## config.mk

```make
export PLATFORM = sky130hd
export DESIGN_NAME = multicycle_sequencer
export DESIGN_NICKNAME = d
export VERILOG_FILES = /design/src/rtl/core_seq_pkg.sv /design/src/rtl/multicycle_sequencer.sv
export SDC_FILE = /design/constraint.sdc
export NUM_CORES = 1
export LEC_CHECK = 0
export ABC_AREA = 1
export CORE_AREA = 2 2 124 126
export CTS_CLUSTER_SIZE = 14
export DETAILED_ROUTE_END_ITERATION = 6
export DIE_AREA = 0 0 126 128
export HOLD_SLACK_MARGIN = 0.05
export PLACE_DENSITY = 0.85
export SYNTH_ARGS = -nofsm -noshare
export SYNTH_HDL_FRONTEND = slang
export SYNTH_SLANG_ARGS = --single-unit
```

## constraint.sdc

```tcl
create_clock -name clk -period 5.77 [get_ports clk]
set_input_delay 0.8655 -clock clk [delete_from_list [all_inputs] [get_ports clk]]
set_output_delay 0.8655 -clock clk [all_outputs]
set_load 0.03 [all_outputs]
```

## src/rtl/core_seq_pkg.sv

```systemverilog
// Shared types and constants for the multi-cycle core control sequencer.
package core_seq_pkg;

  typedef enum logic [2:0] {
    FETCH  = 3'd0,
    IWAIT  = 3'd1,
    DECODE = 3'd2,
    EXEC   = 3'd3,
    MEM    = 3'd4,
    MWAIT  = 3'd5,
    WB     = 3'd6,
    HALT   = 3'd7
  } seq_state_t;

  localparam logic [31:0] NOP_INSTR = 32'h0000_0013;
  localparam int          PC_STEP   = 4;

  // Instruction addresses must be word aligned.
  function automatic logic is_misaligned(input logic [1:0] addr_lo);
    return addr_lo != 2'b00;
  endfunction

endpackage

```

## src/rtl/multicycle_sequencer.sv

```systemverilog
// Control sequencer for the multi-cycle core: owns PC/IR and steps each
// instruction through fetch, decode, execute, memory and writeback.
module multicycle_sequencer
  import core_seq_pkg::*;
#(
  parameter int          XLEN     = 32,
  parameter logic [XLEN-1:0] RESET_PC = '0,
  parameter int          CNT_W    = 32
) (
  input  logic             clk,
  input  logic             rst,
  input  logic             en,
  output logic             imem_req_valid,
  output logic [XLEN-1:0]  imem_req_addr,
  input  logic             imem_req_ready,
  input  logic             imem_rsp_valid,
  input  logic [31:0]      imem_rsp_data,
  output logic [31:0]      instr,
  output logic [XLEN-1:0]  pc,
  input  logic             dec_reg_write,
  input  logic             dec_is_load,
  input  logic             dec_is_store,
  input  logic             dec_redirect,
  input  logic [XLEN-1:0]  dec_target,
  output logic             dmem_req_valid,
  output logic             dmem_req_we,
  input  logic             dmem_req_ready,
  input  logic             dmem_rsp_valid,
  output logic             rf_we,
  output logic             wb_sel_mem,
  output logic             retire,
  output logic [CNT_W-1:0] retire_count,
  output logic             halted
);

  seq_state_t       state, state_next;
  logic [XLEN-1:0]  pc_reg;
  logic [XLEN-1:0]  next_pc;
  logic [31:0]      instr_reg;
  logic [CNT_W-1:0] count_reg;
  logic             fetch_hold;

  // en only gates the start of a fetch; once raised the request is held
  // by fetch_hold until it is accepted.
  assign imem_req_valid = (state == FETCH) && !rst && (en || fetch_hold);
  assign imem_req_addr  = pc_reg;
  assign dmem_req_valid = (state == MEM);
  assign dmem_req_we    = dec_is_store;
  assign rf_we          = (state == WB) && dec_reg_write;
  assign wb_sel_mem     = (state == WB) && dec_is_load && !dec_is_store;
  assign retire         = (state == WB);
  assign halted         = (state == HALT);
  assign instr          = instr_reg;
  assign pc             = pc_reg;
  assign retire_count   = count_reg;

  always_comb begin
    state_next = state;
    case (state)
      FETCH:  if (imem_req_valid && imem_req_ready) state_next = IWAIT;
              else                                  state_next = FETCH;
      IWAIT:  if (imem_rsp_valid) state_next = DECODE;
              else                state_next = IWAIT;
      DECODE: state_next = EXEC;
      EXEC: begin
        if (dec_redirect && is_misaligned(dec_target[1:0])) state_next = HALT;
        else if (dec_is_load || dec_is_store)              state_next = MEM;
        else                                               state_next = WB;
      end
      MEM:    if (dmem_req_ready) state_next = MWAIT;
              else                state_next = MEM;
      MWAIT:  if (dmem_rsp_valid) state_next = WB;
              else                state_next = MWAIT;
      WB:     state_next = FETCH;
      HALT:   state_next = HALT;
      default: state_next = FETCH;
    endcase
  end

  always_ff @(posedge clk or posedge rst) begin
    if (rst) begin
      state      <= FETCH;
      pc_reg     <= RESET_PC;
      next_pc    <= RESET_PC;
      instr_reg  <= NOP_INSTR;
      count_reg  <= '0;
      fetch_hold <= 1'b0;
    end else begin
      state      <= state_next;
      fetch_hold <= imem_req_valid && !imem_req_ready;
      if (state == IWAIT && imem_rsp_valid) instr_reg <= imem_rsp_data;
      // pc + 4 wraps naturally at the XLEN boundary.
      if (state == EXEC)
        next_pc <= dec_redirect ? dec_target : pc_reg + XLEN'(PC_STEP);
      if (state == WB) begin
        pc_reg    <= next_pc;
        count_reg <= count_reg + CNT_W'(1);
      end
    end
  end

endmodule
```

* Yosys cells after proc, flatten, opt, wreduce, memory -nomap -nowiden *
Index checks and enable logic that the tools add are counted.

word-level totals
  logic and storage cells = 39
  register bits after elaboration = 132
  output and inout bits = 135
  input bits = 75

cells by class
  reduce and logical (&&, ||, !) cells = 16
  muxes and demuxes = 8
  equal/unequal tests = 7
  $add $sub $neg = 2

operators by type and width
  kind                                            count
  adder 32 x 1 -> 32 bit (second input constant)  1
  adder 32 x 3 -> 32 bit (second input constant)  1
  two-way mux 32 bit                              1
  one-hot mux 3 bit (8 select lines)              1
  == test 3 bit (second input constant)           4
  logical AND 1 bit                               9
  two-way mux 2 bit                               4
  == test 3 x 2 -> 1 bit (second input constant)  2
  == test 3 x 1 -> 1 bit (second input constant)  1
  logical NOT 1 bit                               3
  logical NOT 3 bit                               1
  logical OR 1 bit                                2
  two-way mux 1 bit                               2
  nonzero test 2 bit                              1

* Longest topological paths before layout *
Gate-level depths: netlist (run 1).

  depth in word-level cells = 6
  mapped depth = 10
  gate-level depth less buffers = 10

* Least setup slack after synthesis (run 1) *
Ideal clock, no wire load.

  path type = input -> output
  start = input rst
  end = output imem_req_valid
  arrival time = 4.280 ns
  stages on the path = 3
  data required time = 4.905 ns
  path slack = 0.625 ns
  cells stage by stage = inv_1 nand4_1 inv_1

on the way
  word-level cells in the longest chain between the ends = 3

ends and longest elaborated chain
  item                            line                        RTL
  start: declaration              multicycle_sequencer.sv:11  input logic rst,
  logical NOT 1 bit (no line)     --
  logical AND 1 bit (2 in a row)  multicycle_sequencer.sv:45  assign imem_req_valid = (state == FETCH) && !rst && (en || fetch_hold);
  end: declaration                multicycle_sequencer.sv:13  output logic imem_req_valid,

Every way passes these cells.

* Worst setup path after layout (run 1) *
  start = register state[0]
  end = output wb_sel_mem

on the way
  word-level cells in the longest chain between the ends = 3

ends and longest elaborated chain
  item                            line                        RTL
  start: declaration              multicycle_sequencer.sv:36  seq_state_t state, state_next;
  start signal: assignment        multicycle_sequencer.sv:89  state <= state_next;
  == test 3 bit                   multicycle_sequencer.sv:50  assign wb_sel_mem = (state == WB) && dec_is_load && !dec_is_store;
  logical AND 1 bit (2 in a row)  multicycle_sequencer.sv:50
  end: declaration                multicycle_sequencer.sv:30  output logic wb_sel_mem,

Every way passes these cells.

==> reports/results.ini, run 1 <==
[outcome]
status = finished clean

[sta]
setup_viol = 0
period_minus_slack_ns = 3.78
slew_headroom_pct = 28.4
finalHoldViolations = 0
slew_viol_final = 0
tightest_slew_ns = 1.07
finClkSkew_ns = 0.00869
whs_ns = 0.478
fin_crit_sh_pct = 65.5
max_freq_mhz = 265
rsz0062_at_grt = false
fin_setup_tns_ns = 0

[synthesis]
synth.top_cells.by_area = dfrtp_1 (46%), nand2_1 (14%), nor2_1 (5.8%), mux2_2 (5.2%), nand3_1 (4.2%)
synthCells = 850
synth_nets = 927
yosysTopAreaCell = dfrtp_1
synth-edff-count = 0
syn_area_um2 = 6950
synth-seq-cells = 132
avgSynthCellArea_um2 = 8.17
synthArstFlopShare_pct = 100
yosysSeqAreaShare_pct = 47.6
ys.flop_type = dfrtp_1
synth_top_area_share_pct = 46.5
ys_types = 38
ys_warn_count = 0

[clocking]
clock-sinks = 132
cts.clk_slew.worst_paths_ns = 0.06
ctsResizeCount = 0
cts_setup_buffers = 0
cts_tree = built
htree_levels = 4
cts-root-buf = clkbuf_16
cts-buffers-inserted = 17
clkLatencyLatePin_ns = 0.42
cts_hold_buf = 0
clockBufferDepth = 2

[job]
max_cap_violations = 0

[power]
pwr-share-clk_pct = 20.7
vdd_drop_max_mv = 0.352
seq_power_share_pct = 33.4
power.internal_mw = 2.85
p_sw_mw = 2.10
comb_power_share_pct = 46.0
leakage_nw = 4.09
p_per_area_nw_per_um2 = 522
swShare_pct = 42.4

[global_routing]
grt_antenna_before_repair = 0
grt_pass1_vias = 6288
track_usage_pct = 24.6
grt_max_degree = 84
gr-total-overflow = 0
grt_pass1_wl_um = 31400

[route]
firstDrtPassIters = 5
first_iter_violations = 403
viasPerCell = 5.10
postRouteAntennaNets = 0
post_drt_wl_per_cell_um = 15.7
vias = 6242
wl_um = 19200
drc = 0

[place]
io_buffers = 209
hpwl_um = 14100
gp_congestion = 0.883

[worst_setup_path]
endpoint_kind = output pin
arrival_ns = 2.91
critPathKind = flip-flop to output pin
required_ns = 4.90
critPathMaxFanout = 50
startpoint_type = flip-flop

[die]
design.die.area_um2 = 16100
std_cell_rows = 45
num_io_pins = 210
fp.coreArea_um2 = 14900
chipWidth_um = 126
dieHeight_um = 128
initial_core_util_pct = 46.7

[final_layout]
area_growth_pct = 36.5
final_common_cell = nand2_1
nNetsFinal = 1101
diodes = 0
drive_above_1_share_pct = 9.55
mostFrequentLayoutCells = nand2_1 (257), clkdlybuf4s50_1 (209), dfrtp_1 (129), nor2_1 (107), inv_1 (59)

[worst_hold_path]
worstHoldPathType = flip-flop to flip-flop

layer usage:
metal	share of wire [%]	routed length [um]	global-route usage [%]
met3	8.4	1610	7.55
met4	3.1	603	10.9
met1	39	7490	28.5
met2	50	9510	42.3
met5	0	0	0
critical path, cell delays in order, from the launching register on:
cell	delay, ns
dfrtp_1	0.45
inv_2	0.15
nand3_4	0.35
inv_4	0.57
nand2_1	0.09
nor2_1	0.17
clkdlybuf4s50_1	0.69
synthesized netlist by cell type (all sizes together) (7+ instances only):
cell and instances:
nand3 61, nand2 260, mux2 32, o21ai 40, xnor2 13, a22oi 7, nor2 122, dfrtp 129
buf 52, inv 64, a21oi 21, xor2 13, nand4 7
power groups by stage:
stage | logic, mW | registers [mW] | clock network [mW]
finish | 2.28 | 1.65 | 1.02
global route | 2.44 | 1.70 | 1.08
CTS | 2.30 | 1.65 | 1.03
detailed placement | 2.28 | 1.66 | 0
global placement | 2.24 | 1.64 | 0
floorplan | 1.06 | 2.03 | 0
through the flow:
step	cell area [um^2]	worst slack (ns)	total power, mW	utilization (%)	std cells
floorplan	6950	0.625	3.09	-	850
global placement	8920	2.07	3.88	60.0	1193
detailed placement	8920	2.07	3.94	60.0	1193
CTS	9480	1.93	4.98	63.8	1225
global route	9480	1.73	5.22	63.8	1225
finish	9480	1.99	4.95	63.8	1225
final timing paths:
path,start,endpoint,slack (ns),cells past startpoint
worst min register to register,next_pc[17],imem_req_addr[17],0.48,2
worst min-delay path,next_pc[17],imem_req_addr[17],0.48,2
max in group asynchronous,rst,next_pc[21],3.41,3
worst max-delay path,state[0],wb_sel_mem,1.99,6
worst max register to register,flip-flop,next_pc[7],3.47,5
min in group asynchronous,rst,retire_count[1],0.87,2
area by class of cell:
cell class / instances / area [um^2]
fill: 1246 / 5390
sequential: 132 / 3310
multi-input combinational: 598 / 3020
timing repair buffer: 211 / 2110
clock buffer: 20 / 457
inverter: 64 / 245
tap: 188 / 235
clock inverter: 12 / 106
kinds of logic (layout without fill, tap and decap cells):
family          count (synthesis)  in the layout  synth area share, %
simple gates                  460            460                 28.4
flops                         132            132                 47.6
buf+inv                       120            307                 8.95
compound gates                 78             78                 6.16
mux                            32             32                 5.19
xor+xnor                       26             26                 3.28
fa+ha+maj                       2              2                0.360
(Power assumes the default switching activity.)
==> inputs of run 2 (changes only) <==
Settings changed: CORE_AREA 2 2 124 126 to 2 2 131 133, DIE_AREA 0 0 126 128 to 0 0 133 135, PLACE_DENSITY 0.85 to 0.81.
Clock period 5.77 ns to 3.06 ns, I/O delays scaled along.
==> reports/results.ini, run 2 (same netlist as run 1, synthesis figures left out) <==
[sta]
rsz0062_at_grt = false
finalWorstSetupSlack_ns = 0.322
tightest_slew_ns = 0.828
finClkSkew_ns = 0.00749
whs_ns = 0.465
slew_headroom_pct = 44.7
finalHoldViolations = 0
period_minus_slack_ns = 2.74
setup_viol = 0
fin_crit_sh_pct = 89.5
slew_viol_final = 0
max_freq_mhz = 365

[final_layout]
seqCellArea_um2 = 3310
multiInputGateArea_um2 = 3020
drive_above_1_share_pct = 9.80
mostFrequentLayoutCells = nand2_1 (257), clkdlybuf4s50_1 (209), dfrtp_1 (129), nor2_1 (107), inv_1 (58)
n_fill_cell = 1406
nNetsFinal = 1105
fin_cells = 1261
finalInstanceArea_um2 = 9640
fin_util_pct = 58.7
diodes = 0
final_common_cell = nand2_1
area_growth_pct = 38.8

[die]
initial_core_util_pct = 42.3
design.die.area_um2 = 18000
num_io_pins = 210
fp.coreArea_um2 = 16400
dieHeight_um = 135
chipWidth_um = 133
std_cell_rows = 47

[route]
wl_um = 19000
viasPerCell = 5.05
post_drt_wl_per_cell_um = 15.0
firstDrtPassIters = 5
first_iter_violations = 442
postRouteAntennaNets = 0
vias = 6362
drc = 0

[power]
power.internal_mw = 5.67
vdd_drop_max_mv = 0.649
p_per_area_nw_per_um2 = 993
pwr-share-clk_pct = 22.9
seq_power_share_pct = 32.7
swShare_pct = 40.7
leakage_nw = 4.13
comb_power_share_pct = 44.4
p_sw_mw = 3.90

[clocking]
cts.clk_slew.worst_paths_ns = 0.06
cts_hold_buf = 0
cts-buffers-inserted = 17
cts_setup_buffers = 0
cts-root-buf = clkbuf_16
cts_tree = built
ctsResizeCount = 0
clock-sinks = 132
htree_levels = 4
clkLatencyLatePin_ns = 0.41
clockBufferDepth = 2

[worst_setup_path]
cp_cell_sequence = inv_2 > nand3_4 > inv_4 > nand2_1 > nor2_1 > clkdlybuf4s50_1
required_ns = 2.60
cpLargestDelayFamily = buffers and inverters
crit_slowest_cell = clkdlybuf4s50_1
arrival_ns = 2.28
startpoint_type = flip-flop
endpoint_kind = output pin
critPathMaxFanout = 31
critPathKind = flip-flop to output pin
slowest_delay_ns = 0.67
worst-path-buf-inv = 3

[global_routing]
grt_antenna_before_repair = 0
grt_pass1_wl_um = 31100
track_usage_pct = 21.8
grt_pass1_vias = 6249
grt_max_degree = 133
gr-total-overflow = 0

[place]
gp_congestion = 0.868
dp.cells = 1229
io_buffers = 209
dp_slack_ns = 0.688
hpwl_um = 13900
place_area_um2 = 9000

[outcome]
status = finished clean

[worst_hold_path]
worstHoldPathType = flip-flop to flip-flop

[job]
max_cap_violations = 0

==> run 2: worst paths after layout <==
kind	cells past startpoint	endpoint	from	slack (ns)
setup / recovery	6	wb_sel_mem	state[0]	0.32
hold / removal	2	imem_req_addr[1]	next_pc[1]	0.47
setup reg to reg	9	retire_count[28]	state[0]	0.99
hold reg to reg	2	imem_req_addr[1]	next_pc[1]	0.47
max in group asynchronous	3	retire_count[1]	rst	1.86
min in group asynchronous	3	instr[2]	rst	0.58
==> run 2: stage by stage <==
| step | TNS (ns) | total power, mW |
|---|---|---|
| detailed placement | 0 | 7.41 |
| global placement | 0 | 7.32 |
| floorplan | -0.355 | 5.82 |
| global route | 0 | 10.1 |
| CTS | 0 | 9.65 |
| finish | 0 | 9.57 |
==> run 2: metal layers <==
metal / wire length, um / track usage, % / vias to the layer above
met4: 338 / 8.00 / 0
met5: 0 / 0 / -
met3: 1730 / 6.46 / 25
met2: 9200 / 36.8 / 292
met1: 7690 / 26.7 / 3003
li1: - / - / 3042
==> run 2: final cells by class <==
cell class              instances  area share (%)
inverters                      64            2.56
multi-input cells             598            31.4
clock inverters                 8            1.52
flip-flops and latches        132            34.3
repair buffers                215            22.3
well taps                     220            2.86
clock buffers                  24            5.10
==> run 2: tightest hold or removal path: stages, from the launching register on <==
cell     delay (ns)
dfrtp_1        0.34
nand2_1        0.05
nand2_1        0.05
==> run 2: power groups by stage <==
stage	combinational, mW	clock [mW]	sequential, mW
2_1_floorplan	2.00	0	3.82
3_3_place_gp	4.19	0	3.13
3_5_place_dp	4.25	0	3.16
4_1_cts	4.28	2.23	3.13
5_1_grt	4.56	2.29	3.22
6_report	4.25	2.19	3.13
==> inputs of run 3 (changes only) <==
Settings changed: ABC_CLOCK_PERIOD_IN_PS set to 3060.
==> results of run 3 <==
No change in the layout: final DEF, timing and power equal those of run 2.
